### src/rtl/instruction_fetch_unit.sv
// Instruction fetch stage: PC register, unconditional-branch next-PC, IFID pipeline register.
// Latency: word at InstrAddr in cycle N shows on IFID_* in cycle N+1; null word halts fetch.
// Backpressure: IFID_Valid && !IFID_Ready freezes PC, IFID_* and FetchCount; Redirect overrides.
module instruction_fetch_unit #(
    parameter logic [63:0] RESET_PC = 64'h0
) (
    input  logic        CLK,
    input  logic        Reset,
    output logic [63:0] InstrAddr,
    input  logic [31:0] InstrData,
    input  logic        Redirect,
    input  logic [63:0] RedirectPC,
    input  logic        IFID_Ready,
    output logic        IFID_Valid,
    output logic [31:0] IFID_Instr,
    output logic [63:0] IFID_PC,
    output logic        Halted,
    output logic [31:0] FetchCount
);

    typedef enum logic {RUN = 1'b0, HALT = 1'b1} state_t;

    localparam logic [5:0] OPC_B = 6'b000101;

    state_t      state;
    logic [63:0] pc;
    logic [63:0] branch_off;
    logic [63:0] next_pc;
    logic        stall;

    assign InstrAddr = pc;
    assign stall     = IFID_Valid && !IFID_Ready;

    // B immediate is a signed word offset; additions wrap naturally at 64 bits.
    assign branch_off = {{36{InstrData[25]}}, InstrData[25:0], 2'b00};
    assign next_pc    = (InstrData[31:26] == OPC_B) ? (pc + branch_off) : (pc + 64'd4);

    always_ff @(posedge CLK) begin
        if (Reset) begin
            pc         <= RESET_PC;
            state      <= RUN;
            Halted     <= 1'b0;
            IFID_Valid <= 1'b0;
            IFID_Instr <= 32'h0;
            IFID_PC    <= 64'h0;
            FetchCount <= 32'h0;
        end else if (Redirect) begin
            pc         <= RedirectPC;
            state      <= RUN;
            Halted     <= 1'b0;
            IFID_Valid <= 1'b0;
        end else if (!stall) begin
            // Not stalled means the IFID slot is empty or draining this edge.
            if (state == RUN && InstrData != 32'h0) begin
                pc         <= next_pc;
                IFID_Valid <= 1'b1;
                IFID_Instr <= InstrData;
                IFID_PC    <= pc;
                if (FetchCount != 32'hFFFF_FFFF)
                    FetchCount <= FetchCount + 32'd1;
            end else begin
                state      <= HALT;
                Halted     <= 1'b1;
                IFID_Valid <= 1'b0;
            end
        end
    end

endmodule
### config.mk
export PLATFORM = sky130hd
export DESIGN_NAME = instruction_fetch_unit
export DESIGN_NICKNAME = d
export VERILOG_FILES = /design/src/rtl/instruction_fetch_unit.sv
export SDC_FILE = /design/constraint.sdc
export NUM_CORES = 1
export LEC_CHECK = 0
export CAP_MARGIN = 20
export CORE_ASPECT_RATIO = 1.5
export CORE_MARGIN = 5
export CORE_UTILIZATION = 54
export CTS_BUF_LIST = sky130_fd_sc_hd__clkbuf_16
export DETAILED_ROUTE_END_ITERATION = 7
export PLACE_DENSITY = 0.83
export RECOVER_POWER = 25
export SETUP_SLACK_MARGIN = 0.1
export SLEW_MARGIN = 20
export SYNTH_ARGS = -nofsm -noshare
export SYNTH_HDL_FRONTEND = slang
export SYNTH_SLANG_ARGS = --single-unit
### constraint.sdc
create_clock -name CLK -period 10.9 [get_ports CLK]
set_clock_uncertainty 0.05 [all_clocks]
set_input_delay 1.09 -clock CLK [delete_from_list [all_inputs] [get_ports CLK]]
set_output_delay 1.09 -clock CLK [all_outputs]
set_load 0.03 [all_outputs]
==> flow_summary.json, run 1 <==
{
  "drtIter0Drc": 1243,
  "tns_ns": 0,
  "p_int_w": 0.00120,
  "power_frac_clock": 0.361,
  "worstHoldStart": "IFID_PC[29]",
  "syn-cell-area_mm2": 0.0116,
  "postCtsHoldBufs": 0,
  "cp.arrival_ns": 7.39,
  "grt_usage": 0.346,
  "hold_viol_final": 0,
  "cts_setup_buffers": 0,
  "clkTransAtPathRegs_ns": 0.07,
  "htreeDepth": 4,
  "antenna_found_initial": 3,
  "synth_edf_count": 0,
  "rrSetupSlack_ns": 6.90,
  "clockBufferDepth": 2,
  "min_period_ns": 7.34,
  "wire_per_inst_um": 20.9,
  "synthTopCellsByCount": "306 x nand2_1, 194 x dfxtp_1, 185 x a21oi_1",
  "maxSlewViolCount": 193,
  "drt_pre_antenna_iters": 6,
  "nets": 1905,
  "hold_path_end": "IFID_PC[29]",
  "cp_slowest_cell": "clkbuf_1",
  "cp.required_ns": 10.96,
  "max_clock_freq_mhz": 136,
  "fin_ws_ns": 3.56,
  "drv_cap": 2,
  "cts_tree": "built",
  "rr_endpoint": "InstrAddr[50]",
  "violations": "max-capacitance violations, max-slew violations",
  "fin_cells": 2061,
  "end_kind": "register",
  "ys.warnings.count": 0,
  "whs_path_depth": 2,
  "clkSinkCount": 194,
  "grt_start_max_net_pins": 101,
  "crit_chain": "clkbuf_1, clkbuf_1, a221oi_1",
  "detail-route-antenna-nets": 0,
  "clk_latency_ns": 0.46,
  "die_w_um": 130,
  "rsz0062_at_grt": "no",
  "yosysSeqAreaShare": 0.335,
  "comb_power_share": 0.193,
  "port_buffers": 293,
  "min_path_type": "register to register",
  "setup_violations": 0,
  "relSlewSlack": -1.90,
  "finalCritPeriodShare": 0.673,
  "crit-reg2reg-launch": "InstrAddr[2]",
  "path_common_cell": "clkbuf_1",
  "yosys-top-cells-area": "dfxtp_1 34%, nand2_1 9.9%, a21oi_1 8.0%, nor2_1 4.5%, clkbuf_1 3.2%",
  "fillCellCount": 1720,
  "p_leak_nw": 5.76,
  "critPathLaunchType": "input pin",
  "drive_gt1_frac": 0.0424,
  "worstSetupPathType": "input pin to register",
  "pin_count": 294,
  "r2r_cells": 11,
  "synthFlopType": "dfxtp_1",
  "grt_pass1_vias": 12302,
  "dp.cells": 2027,
  "root_buffer": "clkbuf_16",
  "cp_slowest_stage_delay_ns": 3.22,
  "synthesis.nets": 1703,
  "cts_buffers": 17,
  "swShare": 0.324,
  "switchingPower_w": 0.000576,
  "synth-seq-cells": 194,
  "rows": 65,
  "power_density_mw_per_mm2": 118,
  "ys_async_sr_fraction": 0,
  "initial_core_util": 0.550,
  "vias": 12668,
  "drc": 0,
  "place_ws_ns": 4.48,
  "die_y_um": 189,
  "crit_fanout": 100,
  "seqPwrFrac": 0.446,
  "worstMarginPinSlew_ns": 4.35,
  "area_growth_syn_to_layout_pct": 30.0,
  "ctsResizeCount": 0,
  "avgSynthCellArea_um2": 7.35,
  "hold_slack_ns": 0.399,
  "finalWeightedCongestion": 1.01,
  "grt_pass1_wl_um": 67200,
  "grt.overflow.total": 0,
  "outcome": "finished with violations",
  "ir_worst_vdd_uv": 121,
  "routed_wl_um": 43000,
  "yosysUniqueCellTypes": 83,
  "synth_top_area_frac": 0.335,
  "die_area_mm2": 0.0245,
  "dp_hpwl_um": 31600,
  "yosysMostFrequentCell": "nand2_1",
  "via_per_inst": 6.15,
  "coreArea_mm2": 0.0211,
  "syn_inst": 1576,
  "yosysTopAreaCell": "dfxtp_1"
}
## cell families (layout without fill, tap and decap cells)
logic type,count (synthesis),after routing,share of synthesized area
AND/OR/NAND/NOR,734,734,0.301
AO/OA/AOI/OAI,390,390,0.214
flip-flops,194,194,0.335
buffers and inverters,141,356,0.0481
XOR/XNOR,65,65,0.0491
adder cells (fa/ha/maj),27,27,0.0298
multiplexers,25,25,0.0227
other,0,2,0
## layout make-up
class / count / area, um^2 / share of cell area
Sequential cell: 194 / 3880 / 0.258
Antenna cell: 2 / 5.00 / 0.000332
Tap cell: 268 / 335 / 0.0223
Multi-Input combinational cell: 1241 / 7170 / 0.476
Inverter: 20 / 75.1 / 0.00498
Timing Repair Buffer: 304 / 3000 / 0.199
Clock buffer: 17 / 425 / 0.0282
Clock inverter: 15 / 169 / 0.0112
## routing by layer
layer	track usage	vias up	part of all wire	wire length, um
li1	-	6010	-	-
met1	0.390	5892	0.36	15600
met2	0.599	625	0.50	21700
met3	0.0858	139	0.080	3420
met4	0.176	2	0.053	2270
met5	0	-	0.00042	18
## per-stage QoR
stage	power [W]	area (um^2)	utilization
after detailed placement	0.00115	14500	0.687
after CTS	0.00179	15100	0.716
after global placement	0.00115	14500	0.687
after floorplan	0.000993	11600	-
after global routing	0.00185	15100	0.715
final	0.00178	15100	0.715
## state kept, by name (all words and copies together), names as in the netlist
signal      flops
IFID_Valid      1
IFID_Instr     32
state           1
InstrAddr      64
IFID_PC        64
FetchCount     32
## how the worst max path moves through the flow
stage / start / end / slack (ns) / cells after the start
floorplan: InstrData[31] / InstrAddr[50] / 5.92 / 15
global placement: InstrData[31] / InstrAddr[50] / 4.55 / 16
detailed placement: InstrData[31] / InstrAddr[50] / 4.48 / 16
CTS: InstrData[31] / InstrAddr[50] / 4.93 / 16
global route: Reset / InstrAddr[16] / 2.88 / 3
finish: Reset / InstrAddr[16] / 3.56 / 3
## power by group through the flow
stage / Combinational, W / Sequential (W) / Clock, W
2_1_floorplan: 0.000145 / 0.000848 / 0
3_3_place_gp: 0.000342 / 0.000807 / 0
3_5_place_dp: 0.000344 / 0.000809 / 0
4_1_cts: 0.000347 / 0.000792 / 0.000651
5_1_grt: 0.000368 / 0.000798 / 0.000679
6_report: 0.000343 / 0.000793 / 0.000643
## worst max-delay path: cells and delay by family
family | cells | cell delay [ns]
buf+inv | 2 | 6.03
compound gates | 1 | 0.13
## layout by cell type (no fill, tap or decap), types with 6 or more instances in the layout
cell type | netlist | layout
or3_1 | 27 | 27
a21o_1 | 8 | 8
dlygate4sd3_1 | 0 | 95
nand2_1 | 306 | 306
or4_1 | 12 | 12
inv_1 | 20 | 19
nand3_1 | 46 | 46
nor4_1 | 33 | 33
a311oi_1 | 13 | 13
clkdlybuf4s50_1 | 0 | 196
o211ai_1 | 15 | 15
nor2_1 | 138 | 137
buf_4 | 0 | 10
a211oi_1 | 19 | 19
or2_2 | 7 | 7
nand2b_1 | 9 | 9
and3_1 | 23 | 23
a31oi_1 | 10 | 10
and4_1 | 6 | 6
nor2b_1 | 6 | 6
mux2i_1 | 24 | 24
clkbuf_16 | 0 | 17
and2_1 | 34 | 34
xnor2_1 | 34 | 34
dfxtp_1 | 194 | 194
nand4_1 | 31 | 31
xor2_1 | 31 | 31
nor3_1 | 34 | 34
a21oi_1 | 185 | 185
o22ai_1 | 7 | 7
o21ai_0 | 62 | 62
o211a_1 | 9 | 9
ha_1 | 26 | 26
No activity file was read; power rests on OpenSTA's default activity.
==> run 2, diff against run 1 <==
- CORE_UTILIZATION: 54 -> 45
- PLACE_DENSITY: 0.83 -> 0.73
- clock period: 10.9 -> 6.4 ns (I/O delays scaled with it)
==> flow_summary.json, run 2 (synthesized netlist as in run 1, its figures left out) <==
{
  "outcome": "finished with violations",
  "violations": "max-capacitance violations, max-slew violations",
  "hold_viol_final": 0,
  "maxSlewViolCount": 64,
  "routed_wl_um": 43500,
  "crit_fanout": 25,
  "finalWeightedCongestion": 0.939,
  "grt_usage": 0.289,
  "cp_slowest_cell": "clkdlybuf4s50_1",
  "cp.arrival_ns": 5.65,
  "relSlewSlack": -1.16,
  "drtIter0Drc": 994,
  "critPathTopFamily": "compound AO/OA/AOI/OAI gates",
  "setup_violations": 0,
  "worstSetupPathType": "input pin to register",
  "die_y_um": 207,
  "cts_buffers": 17,
  "grt_pass1_wl_um": 66700,
  "clkTransAtPathRegs_ns": 0.08,
  "tns_ns": 0,
  "min_path_type": "register to register",
  "die_area_mm2": 0.0291,
  "cp.required_ns": 6.73,
  "nets": 1904,
  "ir_worst_vdd_uv": 198,
  "drive_gt1_frac": 0.0430,
  "layout_common_cells": "306 x nand2_1, 196 x clkdlybuf4s50_1, 194 x dfxtp_1, 185 x a21oi_1, 137 x nor2_1",
  "cts_tree": "built",
  "cts_setup_buffers": 0,
  "clockBufferDepth": 2,
  "area_growth_syn_to_layout_pct": 30.7,
  "max_clock_freq_mhz": 188,
  "dp_hpwl_um": 32000,
  "final_util": 0.592,
  "via_per_inst": 5.87,
  "min_period_ns": 5.32,
  "grt_start_max_net_pins": 101,
  "antenna_found_initial": 1,
  "pin_count": 294,
  "ctsResizeCount": 0,
  "drc": 0,
  "postCtsHoldBufs": 0,
  "clk_latency_ns": 0.46,
  "vias": 12462,
  "critPathLaunchType": "input pin",
  "clkSinkCount": 194,
  "htreeDepth": 4,
  "die_w_um": 141,
  "port_buffers": 293,
  "grt_pass1_vias": 11948,
  "p_leak_nw": 5.77,
  "cp_slowest_stage_delay_ns": 0.55,
  "fillCellCount": 2431,
  "drv_cap": 1,
  "rows": 72,
  "worstMarginPinSlew_ns": 3.25,
  "power_density_mw_per_mm2": 201,
  "detail-route-antenna-nets": 0,
  "path_common_cell": "buf_4",
  "grt.overflow.total": 0,
  "end_kind": "register",
  "rsz0062_at_grt": "no",
  "finalCritPeriodShare": 0.831,
  "coreArea_mm2": 0.0256,
  "wire_per_inst_um": 20.5,
  "antennaDiodeCount": 0,
  "drt_pre_antenna_iters": 6,
  "worst-path-buf-inv": 3,
  "final_common_cell": "nand2_1",
  "crit_chain": "clkdlybuf4s50_1, nor4_2, buf_4, and3_1, buf_4, nand2b_1, ha_1, fa_1, a21o_1, a221o_1, a211oi_1, o311ai_0, a21boi_0, o32ai_2, mux2i_1, or3_1, a31oi_1",
  "root_buffer": "clkbuf_16",
  "initial_core_util": 0.453
}
run 2: power by group:
part / total [W] / internal [W] / switching (W)
clock network: 0.00111 / 0.000557 / 0.000550
registers: 0.00135 / 0.00126 / 0.0000876
logic: 0.000581 / 0.000228 / 0.000353
run 2: cell type report:
| cell class | count | area, um^2 | share of cell area |
|---|---|---|---|
| Clock buffer | 17 | 425 | 0.0281 |
| Clock inverter | 15 | 168 | 0.0111 |
| Inverter | 20 | 75.1 | 0.00496 |
| Multi-Input combinational cell | 1241 | 7180 | 0.474 |
| Sequential cell | 194 | 3880 | 0.256 |
| Tap cell | 333 | 417 | 0.0275 |
| Timing Repair Buffer | 303 | 3000 | 0.198 |
run 2: final timing paths:
kind                      start       endpoint  slack [ns]  cells past startpoint
setup / recovery  InstrData[31]  InstrAddr[50]        1.08                     17
hold / removal      IFID_PC[41]    IFID_PC[41]        0.40                      2
setup reg to reg   InstrAddr[2]  InstrAddr[50]        2.45                     11
hold reg to reg     IFID_PC[41]    IFID_PC[41]        0.40                      2
run 2: per-layer routing:
layer / global-route usage / part of all wire / vias to the layer above
met5: 0 / 0.00025 / -
met3: 0.0744 / 0.075 / 118
met2: 0.507 / 0.50 / 510
met1: 0.322 / 0.37 / 5836
met4: 0.146 / 0.051 / 2
li1: - / - / 5996
run 2: per-stage QoR:
step	instances	hold WS (ns)	power, W	worst slack [ns]	cell area [um^2]
5_1_grt	2123	0.421	0.00315	0.781	15100
3_5_place_dp	2091	0.396	0.00197	0.705	14600
2_1_floorplan	1576	0.534	0.00169	1.87	11600
4_1_cts	2123	0.406	0.00306	1.16	15200
3_3_place_gp	2091	0.391	0.00196	0.777	14600
6_report	2123	0.403	0.00304	1.08	15100
run 2: worst reg2reg max path, delay by kind of cell, from the launching register on:
kind	cells	cell delay (ns)
AOI/OAI and AO/OA	7	2.31
adders and majority gates	2	0.64
DFF	1	0.36
and+or+nand+nor	1	0.33
muxes	1	0.16
